File: config.mk
export PLATFORM = sky130hd
export DESIGN_NAME = shift_wb_queue
export DESIGN_NICKNAME = d
export VERILOG_FILES = /design/src/rtl/shift_wb_queue_pkg.sv /design/src/rtl/shift_wb_queue_wb_fifo.sv /design/src/rtl/shift_wb_queue.sv
export SDC_FILE = /design/constraint.sdc
export NUM_CORES = 1
export LEC_CHECK = 0
export CELL_PAD_IN_SITES_DETAIL_PLACEMENT = 0
export CELL_PAD_IN_SITES_GLOBAL_PLACEMENT = 1
export CORE_ASPECT_RATIO = 1.75
export CORE_MARGIN = 10
export CORE_UTILIZATION = 40
export DETAILED_ROUTE_END_ITERATION = 8
export GPL_TIMING_DRIVEN = 0
export PLACE_DENSITY_LB_ADDON = 0.1
export SLEW_MARGIN = 0
export SYNTH_ARGS = -nofsm -noshare
export SYNTH_HDL_FRONTEND = slang
export SYNTH_HIERARCHICAL = 1
export SYNTH_SLANG_ARGS = --single-unit
File: constraint.sdc
create_clock -name clk -period 3.55 [get_ports clk]
set_clock_uncertainty 0.1 [all_clocks]
set_input_delay 0.71 -clock clk [delete_from_list [all_inputs] [get_ports clk]]
set_output_delay 0.71 -clock clk [all_outputs]
set_load 0.02 [all_outputs]
File: src/rtl/shift_wb_queue_pkg.sv
// Shared definitions for the shifter write-back path: result/register widths and
// the queued entry record used by the shifter, the write-back queue and the register file.
package shift_wb_queue_pkg;

  localparam int DATA_W = 32;
  localparam int REG_AW = 4;

  typedef struct packed {
    logic [DATA_W-1:0] data;
    logic [REG_AW-1:0] rd;
    logic              set_flags;
  } wb_entry_t;

  localparam int ENTRY_W = $bits(wb_entry_t);

endpackage

File: src/rtl/shift_wb_queue_wb_fifo.sv
// Generic DEPTH-entry synchronous FIFO with flush, occupancy count and per-entry
// valid bits; storage is exposed so the owner can reduce over live entries.
module wb_fifo #(
  parameter int DEPTH = 4,
  parameter int WIDTH = 37
) (
  input  logic                         clk,
  input  logic                         rst_n,
  input  logic                         flush,
  input  logic                         push_valid,
  output logic                         push_ready,
  input  logic [WIDTH-1:0]             push_data,
  output logic                         pop_valid,
  input  logic                         pop_ready,
  output logic [WIDTH-1:0]             pop_data,
  output logic                         pop_fire,
  output logic [DEPTH-1:0]             ent_vld,
  output logic [DEPTH-1:0][WIDTH-1:0]  ent_data,
  output logic [$clog2(DEPTH):0]       count
);

  localparam int PTR_W = $clog2(DEPTH);
  localparam int CNT_W = PTR_W + 1;
  localparam logic [CNT_W-1:0] FULL_CNT = CNT_W'(DEPTH);

  logic [DEPTH-1:0][WIDTH-1:0] mem;
  logic [PTR_W-1:0]            wr_ptr;
  logic [PTR_W-1:0]            rd_ptr;
  logic                        push_fire;

  // A full queue refuses a push even if the head retires in the same cycle.
  assign push_ready = (count < FULL_CNT);
  assign pop_valid  = (count != '0);
  assign push_fire  = push_valid && push_ready && !flush;
  assign pop_fire   = pop_valid && pop_ready && !flush;
  assign pop_data   = pop_valid ? mem[rd_ptr] : '0;
  assign ent_data   = mem;

  always_ff @(posedge clk or negedge rst_n) begin
    if (!rst_n) begin
      wr_ptr  <= '0;
      rd_ptr  <= '0;
      count   <= '0;
      ent_vld <= '0;
    end else if (flush) begin
      wr_ptr  <= '0;
      rd_ptr  <= '0;
      count   <= '0;
      ent_vld <= '0;
    end else begin
      if (push_fire) begin
        wr_ptr          <= wr_ptr + PTR_W'(1);
        ent_vld[wr_ptr] <= 1'b1;
      end
      if (pop_fire) begin
        rd_ptr          <= rd_ptr + PTR_W'(1);
        ent_vld[rd_ptr] <= 1'b0;
      end
      unique case ({push_fire, pop_fire})
        2'b10:   count <= count + CNT_W'(1);
        2'b01:   count <= count - CNT_W'(1);
        default: count <= count;
      endcase
    end
  end

  // Storage carries no reset; readers only look at entries whose valid bit is set.
  always_ff @(posedge clk) begin
    if (push_fire) mem[wr_ptr] <= push_data;
  end

endmodule

File: src/rtl/shift_wb_queue.sv
// Write-back queue behind the arithmetic shifter: buffers results in order, drains them
// to the register-file write port, keeps the N/Z flags and publishes a pending-write mask.
module shift_wb_queue #(
  parameter int DEPTH  = 4,
  parameter int DATA_W = shift_wb_queue_pkg::DATA_W,
  parameter int REG_AW = shift_wb_queue_pkg::REG_AW
) (
  input  logic                     clk,
  input  logic                     rst_n,
  input  logic                     in_valid,
  output logic                     in_ready,
  input  logic [DATA_W-1:0]        in_data,
  input  logic [REG_AW-1:0]        in_rd,
  input  logic                     in_set_flags,
  input  logic                     flush,
  output logic                     wb_valid,
  input  logic                     wb_ready,
  output logic [DATA_W-1:0]        wb_data,
  output logic [REG_AW-1:0]        wb_rd,
  output logic [(1<<REG_AW)-1:0]   pending,
  output logic                     flag_n,
  output logic                     flag_z,
  output logic [$clog2(DEPTH):0]   count
);

  // Entry layout matches the shared record: {data, rd, set_flags}.
  localparam int ENT_W = DATA_W + REG_AW + 1;

  logic [ENT_W-1:0]             push_ent;
  logic [ENT_W-1:0]             head_ent;
  logic [DEPTH-1:0]             ent_vld;
  logic [DEPTH-1:0][ENT_W-1:0]  ent_data;
  logic                         pop_fire;
  logic                         head_set_flags;

  assign push_ent = {in_data, in_rd, in_set_flags};

  wb_fifo #(
    .DEPTH (DEPTH),
    .WIDTH (ENT_W)
  ) u_fifo (
    .clk        (clk),
    .rst_n      (rst_n),
    .flush      (flush),
    .push_valid (in_valid),
    .push_ready (in_ready),
    .push_data  (push_ent),
    .pop_valid  (wb_valid),
    .pop_ready  (wb_ready),
    .pop_data   (head_ent),
    .pop_fire   (pop_fire),
    .ent_vld    (ent_vld),
    .ent_data   (ent_data),
    .count      (count)
  );

  assign wb_data        = head_ent[ENT_W-1 -: DATA_W];
  assign wb_rd          = head_ent[REG_AW:1];
  assign head_set_flags = head_ent[0];

  always_comb begin
    pending = '0;
    for (int i = 0; i < DEPTH; i++) begin
      if (ent_vld[i]) pending[ent_data[i][REG_AW:1]] = 1'b1;
    end
  end

  // Flags follow the retiring entry on the same edge that removes it from the queue.
  always_ff @(posedge clk or negedge rst_n) begin
    if (!rst_n) begin
      flag_n <= 1'b0;
      flag_z <= 1'b0;
    end else if (pop_fire && head_set_flags) begin
      flag_n <= wb_data[DATA_W-1];
      flag_z <= (wb_data == '0);
    end
  end

endmodule

==> results.yml <==
setup_path:
  critical_path.max_stage_delay_ns: 0.56
  worst-endpoint-required_ns: 2.74
  type_of_element_launching_the_critical_path: "flip-flop"
  worstPathCellList: "buf_2 > buf_2 > mux4_2 > and2_1 > clkdlybuf4s50_1"
  worst-path-max-fanout: 10
  reg2reg_setup_slack_ns: 0.82
  critical_path_class: "flip-flop to output port"
  crit_slowest_cell: "sky130_fd_sc_hd__clkdlybuf4s50_1"
  worst_path_most_repeated_cell: "sky130_fd_sc_hd__buf_2"
  worst_r2r_startpoint: "u_fifo/rd_ptr[0]"
  cpLargestDelayFamily: "buffers and inverters"
  reg_to_reg_end: "flag_z"
  setup.worst_path.end_class: "output port"
  crit_path_arrival_time_ns: 2.61
  crit_buf_inv: 3
  depth_of_the_worst_register_to_register_path: 7
cells_and_area:
  nNetsFinal: 585
  insertedDiodeCount: 0
  drive_above_1_share_pct: 18.9
  syn_to_final_growth_pct: 27.7
  final_core_util_pct: 51.8
sta:
  fin_crit_ns: 3.42
  finalHoldViolations: 0
  timing.final.setup_violations: 0
  worstMarginPinSlew_ns: 0.665
  final.period_utilization_pct: 96.3
  fin_worst_hold_slack_ns: 0.422
  report.final.slew_viol_count: 0
  fmax_mhz: 293
  slew-limit-headroom_pct: 55.5
  final.setup.tns_ns: 0
  rsz0062_at_grt: "no"
route:
  drt-wirelength-per-cell_um: 21.7
  firstDrtPassIters: 4
  antenna_left: 0
  drt_iter0_markers: 281
  detail_route.vias_per_cell: 5.36
  route.vias.total: 4161
  drt-total-wl_mm: 16.9
  number_of_remaining_drc_errors: 0
logic_synthesis:
  ys_seq_elements: 161
  seq_area_frac_synth_pct: 67.3
  yosysUniqueCellTypes: 50
  mappedNetlistNets: 463
  simple_gate_share_of_the_synthesized_area_pct: 10.2
  synth_top_family_by_area: "multiplexers"
  yosys_warnings: 6
  synth_cells: 412
  yosys.area_share.xor_xnor_pct: 0.371
  muxShareOfSynthArea_pct: 12.1
  avg_synthesized_cell_area_um2: 17.2
  synth.cell_area_mm2: 0.00708
  compound_gate_portion_of_the_synthesized_area_pct: 6.15
  synth_fa_ha_area_share_pct: 1.70
worst_hold_path:
  worst_hold_startpoint: "flag_n"
  min_to: "flag_n"
  hold_path_depth: 1
  min_path_type: "flip-flop to flip-flop"
power:
  power_leakage_nw: 2.94
  power.density_mw_per_mm2: 633
  total_power_draw_w: 0.00573
  power.ir.vdd_worst_mv: 0.333
floorplanning:
  start_util_pct: 40.6
  chipWidth_um: 121
  die_area_mm2: 0.0236
  rows: 64
  core_region_area_mm2: 0.0175
  dieHeight_um: 196
  i_o_pin_cnt: 101
cts:
  cts_repair_resize_count: 0
  cts_setup_buffers: 0
  path_clk_slew_ns: 0.07
  clk_root_buffer_cell: "sky130_fd_sc_hd__clkbuf_16"
  clock_latency_ns: 0.42
  clock_tree.htree_level_count: 4
  cts_hold_buffers: 0
  cts_tree: "done"
  cts_sinks: 161
  cts_made_buffers: 17
  buffers_from_clock_root_to_sink_at_most: 2
global_routing:
  global_route_wire_length_before_repair_mm: 26.5
  grt_max_degree: 28
  grt_usage_pct: 14.6
  vias_in_the_first_global_route: 4700
  number_of_antenna_violations_at_the_first_check_in_global_routing: 0
  gr-total-overflow: 0
place:
  count_of_port_buffers_added_during_placement: 100
  finalWeightedCongestion: 0.868
  dp.final_hpwl_mm: 12.1
run_status:
  run_status: "finished clean"
job:
  cap_violations: 0
-- sequential cells by signal, summed over array words and instances, names as in the netlist --
| name | cells |
|---|---|
| flag_n | 1 |
| u_fifo/ent_data | 148 |
| u_fifo/ent_vld | 4 |
| flag_z | 1 |
| u_fifo/wr_ptr | 2 |
| u_fifo/count | 3 |
| u_fifo/rd_ptr | 2 |
-- power by group --
part / total [W] / switching, W / internal (W)
sequential: 0.00225 / 0.0000657 / 0.00218
clock: 0.00180 / 0.000797 / 0.00100
combinational: 0.00168 / 0.000886 / 0.000795
total: 0.00573 / 0.00175 / 0.00398
-- area by class of cell --
type | instances | area [um^2]
plain buffers | 20 | 126
clock buffers | 17 | 425
clock inverters | 14 | 169
fillers | 1525 | 8410
inverters | 6 | 22.5
multi-input cells | 224 | 2170
flip-flops and latches | 161 | 4770
well taps | 231 | 289
repair buffers | 104 | 1080
-- cells in the final DEF, fill, tap and decap left out, drive strengths merged, types with 3 or more instances in the layout --
cell type      count
a211oi             6
nor2              12
nand4              3
and3b              4
edfxtp           148
or3b               3
clkbuf            23
o32ai              4
o22ai              8
and2              41
and3               3
a221o             10
inv               14
dfrtp             13
nand3              4
buf               18
nand2b             8
nor4               8
nor2b             11
ha                 8
nand2             12
a21oi              9
o221ai             4
mux4              37
xnor2              3
clkinv             3
clkdlybuf4s50    100
nand3b             6
-- worst register-to-register path: cells and delay by family, from the launching register on --
family	cells	cell delay, ns
and+or+nand+nor	3	0.90
muxes	1	0.51
buffers and inverters	2	0.45
DFF	1	0.42
AOI/OAI and AO/OA	1	0.27
-- synth_stat cells (all sizes together) --
cell type,number,area (um^2)
o221ai,4,35.0
ha,8,100
o31ai,1,7.51
nor2,12,45.0
nor3b,2,15.0
nand4,3,18.8
mux2,1,11.3
dfrtp,13,325
and3b,4,40.0
a221o,10,100
a211oi,6,65.1
nor3,1,5.00
nand3,4,20.0
edfxtp,148,4440
buf,14,103
mux4,37,833
xnor2,3,26.3
fa,1,20.0
nand3b,6,45.0
and2,41,257
o21ai,2,10.0
o22ai,8,50.1
or3b,3,28.8
a221oi,2,17.5
nor4,8,50.1
a21oi,9,45.0
or2,1,6.26
a32oi,2,17.5
inv,6,22.5
o32ai,4,42.6
a311o,2,20.0
nand2,12,45.0
clkbuf,7,27.5
a22oi,2,15.0
or3,1,11.3
mux2i,1,10.0
nand2b,8,50.1
and3,3,20.0
nor2b,11,68.8
o21ba,1,10.0
-- metrics by stage --
stage               worst slack, ns  cell area (um^2)  instances
floorplan                     0.786              7080        412
global placement             -0.746              8370        743
detailed placement            0.171              8460        747
CTS                          0.0611              9050        777
global route                0.00840              9050        777
finish                        0.133              9050        777
-- kinds of logic (layout without fill, tap and decap cells) --
| logic type | Yosys count | count (layout) |
|---|---|---|
| adder cells (fa/ha/maj) | 9 | 9 |
| AO/OA/AOI/OAI | 53 | 53 |
| buffers and inverters | 27 | 161 |
| XOR/XNOR | 3 | 3 |
| multiplexers | 39 | 39 |
| AND/OR/NAND/NOR | 120 | 120 |
| flip-flops | 161 | 161 |
-- routing by layer --
metal  wire [um]  share of wire (%)  GRT usage, %  up-vias
met5           0                  0             0        -
met3         847                5.0          4.05       13
met1        6380                 38          15.4     2135
met2        9390                 56          26.9      104
li1            -                  -             -     1909
met4         237                1.4          5.30        0
-- worst max-delay path by stage --
| stage | end | cells after the start | startpoint |
|---|---|---|---|
| floorplan | u_fifo/ent_data[0] | 4 | in_valid |
| global placement | u_fifo/ent_data[63] | 5 | in_valid |
| detailed placement | wb_data[14] | 5 | u_fifo/count[0] |
| CTS | wb_data[29] | 5 | u_fifo/rd_ptr[1] |
| global route | wb_data[28] | 5 | u_fifo/rd_ptr[1] |
| finish | wb_data[25] | 5 | u_fifo/rd_ptr[1] |
No activity file was read; power rests on OpenSTA's default activity.
